$ cat config.mk
export PLATFORM = sky130hd
export DESIGN_NAME = qracc_sram_arbiter
export DESIGN_NICKNAME = d
export VERILOG_FILES = /design/src/rtl/qracc_pkg.sv /design/src/rtl/qracc_id_fifo.sv /design/src/rtl/qracc_sram_arbiter.sv
export SDC_FILE = /design/constraint.sdc
export NUM_CORES = 1
export LEC_CHECK = 0
export ABC_AREA = 1
export CORE_MARGIN = 2
export CORE_UTILIZATION = 40
export CTS_CLUSTER_DIAMETER = 50
export DETAILED_ROUTE_END_ITERATION = 16
export PLACE_DENSITY = 0.95
export REMOVE_ABC_BUFFERS = 1
export SLEW_MARGIN = 20
export SYNTH_ARGS = -nofsm -noshare
export SYNTH_HDL_FRONTEND = slang
export SYNTH_SLANG_ARGS = --single-unit
$ cat constraint.sdc
create_clock -name clk -period 5.65 [get_ports clk]
set_input_delay 0.565 -clock clk [delete_from_list [all_inputs] [get_ports clk]]
set_output_delay 0.565 -clock clk [all_outputs]
set_load 0.005 [all_outputs]
$ cat src/rtl/qracc_pkg.sv
// Shared types and constants for the QRAcc SRAM request arbiter.
// Holds the arbiter state encoding, requester ID type and default FIFO depth.
package qracc_pkg;

    typedef enum logic {
        ARB_IDLE_ARB,
        ARB_HOLD
    } qracc_sram_arb_state_t;

    typedef logic qracc_sram_req_id_t;

    parameter int sramArbMaxOutstanding = 4;

endpackage

$ cat src/rtl/qracc_id_fifo.sv
// Small synchronous FIFO that records which requester owns each read in flight.
// Head is shown combinationally; push and pop in one cycle keep the count.
module qracc_id_fifo #(
    parameter int DEPTH = 4,
    parameter int WIDTH = 1
) (
    input  logic             clk,
    input  logic             nrst,
    input  logic             push,
    input  logic             pop,
    input  logic [WIDTH-1:0] din,
    output logic [WIDTH-1:0] head,
    output logic             full,
    output logic             empty
);

    localparam int PW = $clog2(DEPTH);
    localparam int CW = PW + 1;

    logic [WIDTH-1:0] mem [DEPTH];
    logic [PW-1:0]    wr_ptr;
    logic [PW-1:0]    rd_ptr;
    logic [CW-1:0]    count;
    logic             do_push;
    logic             do_pop;

    assign full    = (count == CW'(DEPTH));
    assign empty   = (count == '0);
    assign do_push = push & ~full;
    assign do_pop  = pop & ~empty;
    assign head    = mem[rd_ptr];

    // Pointer and occupancy tracking; pointers wrap at the power-of-2 depth.
    always_ff @(posedge clk or negedge nrst) begin
        if (!nrst) begin
            wr_ptr <= '0;
            rd_ptr <= '0;
            count  <= '0;
        end else begin
            if (do_push) wr_ptr <= wr_ptr + 1'b1;
            if (do_pop)  rd_ptr <= rd_ptr + 1'b1;
            case ({do_push, do_pop})
                2'b10:   count <= count + 1'b1;
                2'b01:   count <= count - 1'b1;
                default: count <= count;
            endcase
        end
    end

    // Storage write port.
    always_ff @(posedge clk or negedge nrst) begin
        if (!nrst) begin
            for (int i = 0; i < DEPTH; i++) mem[i] <= '0;
        end else if (do_push) begin
            mem[wr_ptr] <= din;
        end
    end

endmodule

$ cat src/rtl/qracc_sram_arbiter.sv
// Two-requester round-robin arbiter in front of the single-port SRAM wrapper.
// Optional counters enabled with QRACC_SRAM_ARB_STATS_EN.
module qracc_sram_arbiter
    import qracc_pkg::*;
#(
    parameter int NUM_ROWS        = 128,
    parameter int NUM_COLS        = 32,
    parameter int MAX_OUTSTANDING = sramArbMaxOutstanding,
    localparam int AW             = $clog2(NUM_ROWS)
) (
    input  logic                clk,
    input  logic                nrst,
    input  logic                r0_valid_i,
    input  logic                r0_wr_i,
    input  logic [AW-1:0]       r0_addr_i,
    input  logic [NUM_COLS-1:0] r0_wdata_i,
    output logic                r0_ready_o,
    output logic                r0_rd_valid_o,
    output logic [NUM_COLS-1:0] r0_rd_data_o,
    input  logic                r1_valid_i,
    input  logic                r1_wr_i,
    input  logic [AW-1:0]       r1_addr_i,
    input  logic [NUM_COLS-1:0] r1_wdata_i,
    output logic                r1_ready_o,
    output logic                r1_rd_valid_o,
    output logic [NUM_COLS-1:0] r1_rd_data_o,
    output logic                rq_valid_o,
    output logic                rq_wr_o,
    output logic [AW-1:0]       addr_o,
    output logic [NUM_COLS-1:0] wr_data_o,
    input  logic                rq_ready_i,
    input  logic                rd_valid_i,
    input  logic [NUM_COLS-1:0] rd_data_i,
`ifdef QRACC_SRAM_ARB_STATS_EN
    output logic [31:0]         r0_grants_o,
    output logic [31:0]         r1_grants_o,
    output logic [31:0]         stall_cycles_o,
`endif
    output logic                err_o
);

    qracc_sram_arb_state_t state, state_nx;
    qracc_sram_req_id_t    rr_ptr, hold_id, gnt_id, fifo_head;

    logic [1:0]          elig;
    logic                gnt_vld;
    logic                hs;
    logic                push;
    logic                pop;
    logic                fifo_full;
    logic                fifo_empty;
    logic [NUM_COLS-1:0] r0_last;
    logic [NUM_COLS-1:0] r1_last;

    // Reads are only eligible while a return slot is free; reset masks all.
    assign elig[0] = nrst & r0_valid_i & (r0_wr_i | ~fifo_full);
    assign elig[1] = nrst & r1_valid_i & (r1_wr_i | ~fifo_full);

    // Grant selection and next-state logic.
    always_comb begin
        gnt_vld  = 1'b0;
        gnt_id   = rr_ptr;
        state_nx = state;
        unique case (state)
            ARB_IDLE_ARB: begin
                if (elig[rr_ptr]) begin
                    gnt_vld = 1'b1;
                    gnt_id  = rr_ptr;
                end else if (elig[~rr_ptr]) begin
                    gnt_vld = 1'b1;
                    gnt_id  = ~rr_ptr;
                end
                if (gnt_vld && !rq_ready_i) state_nx = ARB_HOLD;
            end
            ARB_HOLD: begin
                gnt_vld = nrst;
                gnt_id  = hold_id;
                if (rq_ready_i) state_nx = ARB_IDLE_ARB;
            end
            default: state_nx = ARB_IDLE_ARB;
        endcase
    end

    // Steer the grantee's request onto the SRAM port.
    always_comb begin
        rq_valid_o = gnt_vld;
        rq_wr_o    = 1'b0;
        addr_o     = '0;
        wr_data_o  = '0;
        if (gnt_vld) begin
            if (gnt_id) begin
                rq_wr_o   = r1_wr_i;
                addr_o    = r1_addr_i;
                wr_data_o = r1_wdata_i;
            end else begin
                rq_wr_o   = r0_wr_i;
                addr_o    = r0_addr_i;
                wr_data_o = r0_wdata_i;
            end
        end
    end

    assign hs         = gnt_vld & rq_ready_i;
    assign r0_ready_o = hs & ~gnt_id;
    assign r1_ready_o = hs & gnt_id;
    assign push       = hs & ~rq_wr_o;
    assign pop        = nrst & rd_valid_i & ~fifo_empty;

    assign r0_rd_valid_o = pop & ~fifo_head;
    assign r1_rd_valid_o = pop & fifo_head;
    assign r0_rd_data_o  = r0_rd_valid_o ? rd_data_i : r0_last;
    assign r1_rd_data_o  = r1_rd_valid_o ? rd_data_i : r1_last;

    // State, round-robin pointer and held grantee.
    always_ff @(posedge clk or negedge nrst) begin
        if (!nrst) begin
            state   <= ARB_IDLE_ARB;
            rr_ptr  <= 1'b0;
            hold_id <= 1'b0;
        end else begin
            state <= state_nx;
            if (state == ARB_IDLE_ARB && gnt_vld && !rq_ready_i)
                hold_id <= gnt_id;
            if (hs) rr_ptr <= ~gnt_id;
        end
    end

    // Last routed read data per requester and sticky return error.
    always_ff @(posedge clk or negedge nrst) begin
        if (!nrst) begin
            r0_last <= '0;
            r1_last <= '0;
            err_o   <= 1'b0;
        end else begin
            if (r0_rd_valid_o) r0_last <= rd_data_i;
            if (r1_rd_valid_o) r1_last <= rd_data_i;
            if (rd_valid_i && fifo_empty) err_o <= 1'b1;
        end
    end

    qracc_id_fifo #(
        .DEPTH (MAX_OUTSTANDING),
        .WIDTH (1)
    ) u_id_fifo (
        .clk   (clk),
        .nrst  (nrst),
        .push  (push),
        .pop   (pop),
        .din   (gnt_id),
        .head  (fifo_head),
        .full  (fifo_full),
        .empty (fifo_empty)
    );

`ifdef QRACC_SRAM_ARB_STATS_EN
    // Grant and stall counters, free-running with wrap.
    always_ff @(posedge clk or negedge nrst) begin
        if (!nrst) begin
            r0_grants_o    <= '0;
            r1_grants_o    <= '0;
            stall_cycles_o <= '0;
        end else begin
            if (r0_ready_o) r0_grants_o <= r0_grants_o + 1'b1;
            if (r1_ready_o) r1_grants_o <= r1_grants_o + 1'b1;
            if (state == ARB_HOLD)
                stall_cycles_o <= stall_cycles_o + 1'b1;
        end
    end
`endif

endmodule

After elaboration in Yosys (flattened, before gate mapping)
Index checks and enable logic that the tools add are counted.
{"block": "op_classes", "n_mul": 0, "bitwise_logic": 25, "muxes": 29, "n_eq_ne": 3, "n_reduce_logical": 8, "n_shift": 0, "n_lt_le_gt_ge": 5, "div": 0, "n_addsub": 4}
{"operator": "2-to-1 mux 32 bit", "n": 4}
{"operator": "2-to-1 mux 1 bit", "n": 16}
{"operator": "AND 1 bit", "n": 14}
{"operator": "2-to-1 mux 7 bit", "n": 2}
{"operator": "inverter 1 bit", "n": 7}
{"operator": "greater-or-equal comparator 3 bit (second input constant)", "n": 2}
{"operator": "inverter 2 -> 3 bit", "n": 2}
{"operator": "case mux 1 bit (2 select lines)", "n": 3}
{"operator": "case mux 3 bit (2 select lines)", "n": 1}
{"operator": "logical AND 1 bit", "n": 5}
{"operator": "adder 2 x 1 -> 2 bit (second input constant)", "n": 2}
{"operator": "bitwise mux 4 bit", "n": 1}
{"operator": "< comparator 1 x 2 -> 1 bit (second input constant)", "n": 2}
{"operator": "adder 3 x 1 -> 3 bit (second input constant)", "n": 1}
{"operator": "== test 3 bit (second input constant)", "n": 1}
{"operator": "logical NOT 3 bit", "n": 1}
{"operator": "< comparator 3 x 1 -> 1 bit (second input constant)", "n": 1}
{"operator": "subtractor 3 x 1 -> 3 bit (second input constant)", "n": 1}
{"operator": "binary-select mux 1 bit (select 2 bit)", "n": 1}
{"operator": "demux 1 bit (select 2 bit)", "n": 1}
{"operator": "== test 2 x 1 -> 1 bit (second input constant)", "n": 1}
{"operator": "== test 2 bit (second input constant)", "n": 1}
{"operator": "OR 1 bit", "n": 2}
{"operator": "nonzero test 2 bit", "n": 1}
{"operator": "logical NOT 1 bit", "n": 1}
{"block": "totals", "mem_bits_rw": 0, "inputBits": 118, "output_inout_bits": 110, "latchBits": 0, "elab_cells": 87, "register_bits": 79, "romBits": 0, "n_memories": 0}

Depth between registers and ports, before layout
Gate-level depths: netlist of the first run.
{"block": "logic_depth", "word_depth": 16, "ltp_mapped": 16}

Cells and area by module
Synthesis of the first run repeated with hierarchy kept, for this count alone.
{"block": "unflattened", "cells_unflattened": 501, "area_unflattened_um2": 4347.9}
{"mod": "qracc_sram_arbiter", "seq_area_each_um2": 1701.6, "area_each_um2": 3679.8, "instances": 1, "cells_per_inst": 418}
{"mod": "qracc_id_fifo", "seq_area_each_um2": 275.3, "area_each_um2": 668.1, "instances": 1, "cells_per_inst": 83}

Least setup slack after synthesis of the first run
OpenSTA, ideal clock, no wires.
{"block": "synth_timing", "path_type": "input -> register", "start": "input port r0_wr_i", "end": "register u_id_fifo.count[2]", "path_buffers": 0, "path_stages": 16, "arrival_ns": 2.156, "setup_time_ns": 0.131, "setup_slack_ns": 3.363, "path_cell_list": "inv_1 nand3_2 nand2_1 nand2_1 nand2_1 nand2_2 nand2_4 nand2_2 nand3_2 nand2_1 ha_1 inv_1 fa_1 a21oi_1 o21ai_0 xor2_1"}
{"block": "synth_between", "elab_chain_cells": 14, "word_cells_on_any_way": 23}
{"element": "from (decl)", "line": "qracc_sram_arbiter.sv:14", "rtl": "input logic r0_wr_i,"}
{"element": "OR 1 bit", "line": "qracc_sram_arbiter.sv:56", "rtl": "assign elig[0] = nrst & r0_valid_i & (r0_wr_i | ~fifo_full);"}
{"element": "AND 1 bit", "line": "qracc_sram_arbiter.sv:56"}
{"element": "2-to-1 mux 1 bit (not written as such) (2 in a row)", "line": "qracc_sram_arbiter.sv:69", "rtl": "end else if (elig[~rr_ptr]) begin"}
{"element": "2-to-1 mux 1 bit", "line": "qracc_sram_arbiter.sv:69"}
{"element": "2-to-1 mux 1 bit", "line": "qracc_sram_arbiter.sv:66", "rtl": "if (elig[rr_ptr]) begin"}
{"element": "case mux 1 bit (2 select lines) or 2-to-1 mux 1 bit (tied branches)", "line": "qracc_sram_arbiter.sv:64", "rtl": "unique case (state)"}
{"element": "2-to-1 mux 1 bit or case mux 1 bit (2 select lines) (tied branches)", "line": "qracc_sram_arbiter.sv:91, qracc_sram_arbiter.sv:64"}
{"element": "2-to-1 mux 1 bit", "line": "qracc_sram_arbiter.sv:90", "rtl": "if (gnt_vld) begin"}
{"element": "inverter 1 bit", "line": "qracc_sram_arbiter.sv:106", "rtl": "assign push = hs & ~rq_wr_o;"}
{"element": "AND 1 bit (*)", "line": "qracc_sram_arbiter.sv:106"}
{"element": "AND 1 bit (*)", "line": "qracc_id_fifo.sv:29", "rtl": "assign do_push = push & ~full;"}
{"element": "== test 2 x 1 -> 1 bit or == test 2 bit (tied branches)", "line": "qracc_id_fifo.sv:42", "rtl": "case ({do_push, do_pop})"}
{"element": "case mux 3 bit (2 select lines) or nonzero test 2 bit (tied branches)"}
{"element": "to (signal assigned)", "line": "qracc_id_fifo.sv:43", "rtl": "2'b10: count <= count + 1'b1;"}
{"element": "to (signal assigned)", "line": "qracc_id_fifo.sv:44", "rtl": "2'b01: count <= count - 1'b1;"}
{"element": "to (signal assigned)", "line": "qracc_id_fifo.sv:45", "rtl": "default: count <= count;"}
{"element": "to (decl)", "line": "qracc_id_fifo.sv:23", "rtl": "logic [CW-1:0] count;"}
Every way passes the cells marked *; elsewhere a longest branch is shown, timed or not. The select of a mux whose other input is x is not followed.
A chain may end at the register's enable or synchronous reset.

Worst setup path in the final report of the first run
{"block": "layout_timing", "start": "input port r0_wr_i", "end": "output port wr_data_o[12]"}
{"block": "layout_between", "elab_chain_cells": 9, "word_cells_on_any_way": 15}
{"element": "OR 1 bit (*)", "line": "qracc_sram_arbiter.sv:56"}
{"element": "AND 1 bit (*)", "line": "qracc_sram_arbiter.sv:56"}
{"element": "2-to-1 mux 1 bit (not written as such) (2 in a row)", "line": "qracc_sram_arbiter.sv:69"}
{"element": "2-to-1 mux 1 bit", "line": "qracc_sram_arbiter.sv:69"}
{"element": "2-to-1 mux 1 bit", "line": "qracc_sram_arbiter.sv:66"}
{"element": "case mux 1 bit (2 select lines) or 2-to-1 mux 1 bit (tied branches)", "line": "qracc_sram_arbiter.sv:64"}
{"element": "2-to-1 mux 32 bit or case mux 1 bit (2 select lines) (tied branches)", "line": "qracc_sram_arbiter.sv:91, qracc_sram_arbiter.sv:64"}
{"element": "2-to-1 mux 32 bit (*)", "line": "qracc_sram_arbiter.sv:90"}
{"element": "to (decl)", "line": "qracc_sram_arbiter.sv:30", "rtl": "output logic [NUM_COLS-1:0] wr_data_o,"}
Marks and branches as above.

==> impl_metrics.json, run 1 <==
{
  "antenna_cells": 0,
  "grt_pass1_vias": 3952,
  "crit_buf_inv": 4,
  "met1_length_mm": 4.687,
  "cts.hold.buffers_added": 0,
  "clk_pin_slew_worst_paths_ns": 0.08,
  "crit_fanout": 46,
  "final_common_cell": "clkdlybuf4s50_1",
  "start_util_pct": 41.54,
  "die_w_um": 102.2,
  "antenna_found_initial": 0,
  "max_slew.worst_pin.slew_ns": 0.8895,
  "seqPwrFrac_pct": 31.2,
  "tns_ns": 0,
  "clockPowerShare_pct": 15.4,
  "rows": 35,
  "slowest_stage": "inv_2",
  "slew_headroom_pct": 40.61,
  "required_ns": 5.09,
  "cp.arrival_ns": 3.12,
  "finalPower_uw": 2955,
  "cts-root-buf": "clkbuf_8",
  "fmax_mhz": 271.2,
  "syn_inst": 485,
  "grt_pass1_wl_mm": 18.89,
  "hpwl_mm": 9.547,
  "n_fill_cell": 695,
  "p_int_uw": 1898,
  "vdd_drop_max_mv": 0.3526,
  "cts_resized": 0,
  "port_buffers": 227,
  "cap_violations": 0,
  "powerDensity_mw_per_mm2": 463.6,
  "pwr-share-comb_pct": 53.4,
  "io_pins": 228,
  "hold_class": "in -> async",
  "clock_sinks": 79,
  "worstSetupPathType": "in -> out",
  "wl_met2_mm": 6.258,
  "worst_slack_ns": 1.963,
  "cp-start-kind": "input port",
  "status": "finished clean",
  "critical_path.cell_chain": "clkdlybuf4s50_1 -> inv_1 -> nand3_2 -> nand2_1 -> nand2_1 -> nand2_1 -> nand2_2 -> nand2_4 -> inv_2 -> nor2_1 -> nor2_1 -> clkdlybuf4s50_1",
  "place.gp.congestion": 0.9244,
  "critical_path.top_delay_family": "buffers and inverters",
  "ys_types": 27,
  "grt_setup_unrepaired": "false",
  "cts_buffers": 9,
  "postRouteAntennaNets": 0,
  "drv_slew": 0,
  "r2r_setup_slack_ns": 2.69,
  "power_switching_uw": 1057,
  "wl_per_cell_um": 15.30,
  "r2r-end": "u_id_fifo.count[2]$_DFFE_PN0P_",
  "track_usage_pct": 23.56,
  "setup_viol": 0,
  "wl_mm": 12.71,
  "cts_tree": "built",
  "wl_met3_mm": 1.473,
  "drive_above_1_share_pct": 5.413,
  "skew_ns": 0.01340,
  "clockBufferDepth": 2,
  "post-route-drc-count": 0,
  "clk_latency_ns": 0.34,
  "die_y_um": 102.2,
  "fin_crit_ns": 3.687,
  "pre_cts_ws_ns": 1.992,
  "max_stage_delay_ns": 0.57,
  "drt-initial-drc-count": 123,
  "swShare_pct": 35.76,
  "core_mm2": 0.009284,
  "leakage_uw": 0.002931,
  "die-area_mm2": 0.01044,
  "htreeDepth": 3,
  "final_cell_mix": "clkdlybuf4s50_1 (226), o21ai_0 (106), nand2_1 (95), nor2_1 (84), dfrtp_1 (79)",
  "endpoint_kind": "output pin",
  "synthToLayoutAreaGrowth_pct": 65.31,
  "reg2regPathDepth": 15,
  "post_cts_buffers": 0,
  "vias": 3980,
  "min_period_over_period_pct": 65.26,
  "layout.nets": 822,
  "postSynthAreaPerCell_um2": 7.951,
  "yosysSeqAreaShare_pct": 51.27,
  "grt_max_degree": 67,
  "r2r-start": "u_id_fifo.count[0]$_DFFE_PN0P_",
  "yosysWarnings": 0,
  "overflow": 0,
  "syn-cell-area_mm2": 0.003856,
  "synth-seq-cells": 79,
  "path_common_cell": "nand2_1",
  "via_per_inst": 4.789,
  "top_layer": "met4",
  "hold_viol": 0,
  "drt_pass1_iterations": 4
}
==> worst max path at each step <==
stage               slack, ns       start  depth (start not counted)                        endpoint
finish                   1.96     r0_wr_i                         12                   wr_data_o[12]
global route             1.77     r0_wr_i                         12                   wr_data_o[12]
CTS                      1.98     r0_wr_i                         12                   wr_data_o[12]
detailed placement       1.99     r0_wr_i                         12                   wr_data_o[12]
global placement         1.98     r0_wr_i                         12                   wr_data_o[22]
floorplan                2.94  r1_valid_i                         13  u_id_fifo.count[2]$_DFFE_PN0P_
==> through the flow <==
step / hold slack (ns) / util [%] / instance area (um^2) / instances
after global routing: 0.07235 / 68.67 / 6375 / 831
after global placement: 0.4343 / 66.33 / 6158 / 816
final: 0.08041 / 68.67 / 6375 / 831
after CTS: 0.06536 / 68.67 / 6375 / 831
after floorplan: 0.2694 / - / 3720 / 459
after detailed placement: 0.4390 / 66.33 / 6158 / 816
==> synthesized netlist by cell type <==
cell / instances / area (um^2)
a21oi_1: 2 / 10.01
a21oi_2: 1 / 8.760
a31o_2: 1 / 8.760
buf_2: 4 / 20.02
buf_4: 4 / 30.03
buf_6: 2 / 22.52
clkbuf_1: 13 / 48.80
clkbuf_2: 3 / 15.01
dfrtp_1: 79 / 1977
fa_1: 1 / 20.02
ha_1: 5 / 62.56
inv_1: 51 / 191.4
inv_2: 4 / 15.01
nand2_1: 95 / 356.6
nand2_2: 3 / 18.77
nand2_4: 2 / 22.52
nand3_1: 8 / 40.04
nand3_2: 5 / 50.05
nand4_1: 4 / 25.02
nor2_1: 84 / 315.3
nor2_2: 2 / 12.51
nor2_4: 1 / 11.26
o21ai_0: 106 / 530.5
o21bai_2: 1 / 11.26
or2_2: 1 / 6.260
xnor2_1: 1 / 8.760
xor2_1: 2 / 17.52
==> registers in the layout (all words and copies together), names as in the netlist <==
signal            flops
hold_id               1
u_id_fifo.wr_ptr      2
err_o                 1
state                 1
r1_last              32
u_id_fifo.rd_ptr      2
rr_ptr                1
u_id_fifo.count       3
u_id_fifo.mem         4
r0_last              32
==> metal layers <==
metal,GRT usage [%],vias up
li1,-,1949
met1,24.52,1823
met2,42.51,185
met3,10.26,23
met4,7.897,0
met5,0,-
==> cell families (layout without fill, tap and decap cells) <==
family,count (synthesis),count (layout),share of synthesized area (%)
flops,79,79,51.27
fa+ha+maj,6,6,2.141
compound gates,111,111,14.76
buf+inv,81,298,8.890
simple gates,205,205,22.26
xor+xnor,3,3,0.6815
==> cell type report <==
type,instances,area (um^2),area share [%]
Sequential cell,79,1977,31.01
Multi-Input combinational cell,325,1536,24.10
Timing Repair Buffer,228,2277,35.72
Tap cell,129,161.4,2.532
Inverter,55,206.4,3.238
Clock inverter,6,92.59,1.452
Clock buffer,9,123.9,1.943
==> power by group through the flow <==
stage                     Combinational (uW)  Sequential [uW]  Clock, uW
after floorplan                          629              899          0
after global placement                  1530              913          0
after detailed placement                1560              929          0
after CTS                               1590              922        464
after global routing                    1730              943        489
final                                   1580              921        454
Note: power is estimated with default switching activity, not from simulation.
==> run 2: changes to the inputs <==
Settings changed: CORE_UTILIZATION 40 to 38, PLACE_DENSITY 0.95 to 0.92.
Clock period 5.65 ns to 3.4 ns, I/O delays scaled along.
==> run 2 against run 1 <==
Against the previous run:
- sequential share of layout area shrank 0.079 points
- highest routed layer unchanged
- clock-buffer cell count is 3 higher
- hold slack better by 0.31 ns
- combinational power rose by 72%
==> impl_metrics.json, run 2 (synthesized netlist as in run 1, its figures left out) <==
{
  "status": "finished clean",
  "power_switching_uw": 1800,
  "track_usage_pct": 23.78,
  "final_cells": 840,
  "synthToLayoutAreaGrowth_pct": 65.74,
  "rows": 36,
  "grt_max_degree": 66,
  "pwr-share-comb_pct": 56.0,
  "ff_latch_area_mm2": 0.001977,
  "slew_headroom_pct": 46.74,
  "antenna_found_initial": 0,
  "via_per_inst": 4.869,
  "grt_pass1_vias": 4152,
  "crit_fanout": 22,
  "drive_above_1_share_pct": 5.516,
  "worst_slack_ns": 0.2122,
  "final_cell_mix": "clkdlybuf4s50_1 (226), o21ai_0 (104), nand2_1 (95), nor2_1 (84), dfrtp_1 (79)",
  "required_ns": 3.06,
  "max_slew.worst_pin.slew_ns": 0.7989,
  "drt_pass1_iterations": 4,
  "fin_crit_ns": 3.188,
  "endpoint_kind": "output pin",
  "placed_area_mm2": 0.006206,
  "layout.nets": 827,
  "holdWs_ns": 0.3860,
  "postLayoutCellArea_mm2": 0.006391,
  "vdd_drop_max_mv": 0.6408,
  "drv_slew": 0,
  "clk_pin_slew_worst_paths_ns": 0.08,
  "wl_per_cell_um": 16.07,
  "drt-initial-drc-count": 240,
  "post_cts_buffers": 0,
  "cts_buffers": 9,
  "placed_cells": 824,
  "reg_top3": "r0_last: 32 flops, r1_last: 32 flops, u_id_fifo.mem: 4 flops",
  "skew_ns": 0.007693,
  "place.gp.congestion": 0.8795,
  "core_mm2": 0.009819,
  "fmax_mhz": 313.7,
  "n_fill_cell": 745,
  "antenna_cells": 0,
  "die-area_mm2": 0.01097,
  "cp.arrival_ns": 2.85,
  "clk_latency_ns": 0.36,
  "clock_sinks": 79,
  "min_period_over_period_pct": 93.76,
  "setup_viol": 0,
  "grt_setup_unrepaired": "false",
  "postRouteAntennaNets": 0,
  "overflow": 0,
  "clockBufferDepth": 2,
  "htreeDepth": 3,
  "clockPowerShare_pct": 12.3,
  "hpwl_mm": 9.959,
  "die_w_um": 104.7,
  "hold_viol": 0,
  "wl_mm": 13.50,
  "pre_cts_ws_ns": 0.3356,
  "leakage_uw": 0.002939,
  "p_int_uw": 3045,
  "post-route-drc-count": 0,
  "seqPwrFrac_pct": 31.7,
  "vias": 4090,
  "port_buffers": 227,
  "worstSetupPathType": "in -> out",
  "cts-root-buf": "clkbuf_8",
  "multi_input_area_mm2": 0.001536,
  "cts_tree": "built",
  "die_y_um": 104.7,
  "final_common_cell": "clkdlybuf4s50_1",
  "cap_violations": 0,
  "start_util_pct": 39.27,
  "grt_pass1_wl_mm": 20.74,
  "powerDensity_mw_per_mm2": 758.1,
  "cp-start-kind": "input port",
  "hold_class": "in -> async",
  "tns_ns": 0,
  "io_pins": 228,
  "swShare_pct": 37.15
}
run 2: cell types whose count changed in the layout (fill, tap and decap cells not counted), moves of 2 or more:
cell | before | now
buf_6 | 0 | 3
bufinv_16 | 2 | 0
clkbuf_1 | 0 | 3
inv_2 | 4 | 1
inv_4 | 0 | 3
inv_6 | 2 | 0
o21ai_0 | 106 | 104
o21ai_1 | 0 | 2
run 2: worst max-delay path, stage by stage:
cell	delay, ns
dlygate4sd3_1	0.56
buf_6	0.20
nand2_1	0.08
inv_1	0.07
nand2_1	0.07
nand2_1	0.07
nand2_1	0.07
nand2_2	0.12
nand2_4	0.13
inv_4	0.21
buf_12	0.19
nor2_1	0.05
nor2_1	0.12
clkdlybuf4s50_1	0.55
run 2: repair_timing:
action / CTS / global route
setup endpoints to repair: 0 / 81
resized for setup: 0 / 11
endpoints found under the hold margin: 14 / 0
hold buffers: 1 / 0
run 2: layer usage:
layer  vias to the layer above  routed length [um]  track usage [%]
met4                         0                 276            8.857
met1                      1917                5249            25.88
met3                        17                1409            9.607
met5                         -                   0                0
li1                       1958                   -                -
met2                       198                6560            41.47
run 2: worst paths after layout:
path                                                startpoint                               to  slack (ns)  depth (start not counted)
worst max-delay path                                      nrst                     wr_data_o[0]        0.21                         14
worst min-delay path                                      nrst  u_id_fifo.rd_ptr[0]$_DFFE_PN0P_        0.39                          2
worst max register to register  u_id_fifo.count[0]$_DFFE_PN0P_   u_id_fifo.count[2]$_DFFE_PN0P_        0.54                         15
worst min register to register               err_o$_DFFE_PN0P_                err_o$_DFFE_PN0P_        0.47                          1
max in group asynchronous                                 nrst            r1_last[12]$_DFF_PN0_        1.99                          3
min in group clk                             err_o$_DFFE_PN0P_                err_o$_DFFE_PN0P_        0.47                          1
run 2: metrics by stage:
stage / util (%) / power [uW]
after floorplan: - / 2538
after global placement: 63.20 / 4083
after detailed placement: 63.20 / 4211
after CTS: 64.90 / 4848
after global routing: 65.09 / 5159
final: 65.09 / 4845
run 2: area by class of cell:
class	instances	area share, %
Clock inverter	3	0.3328
Sequential cell	79	30.93
Inverter	55	3.348
Multi-Input combinational cell	325	24.04
Tap cell	133	2.604
Clock buffer	12	2.114
Timing Repair Buffer	233	36.63
run 2: power by group through the flow:
stage | registers, uW | clock network (uW) | logic [uW]
after floorplan | 1490 | 0 | 1050
after global placement | 1520 | 0 | 2560
after detailed placement | 1550 | 0 | 2660
after CTS | 1530 | 609 | 2710
after global routing | 1580 | 642 | 2940
final | 1540 | 597 | 2710
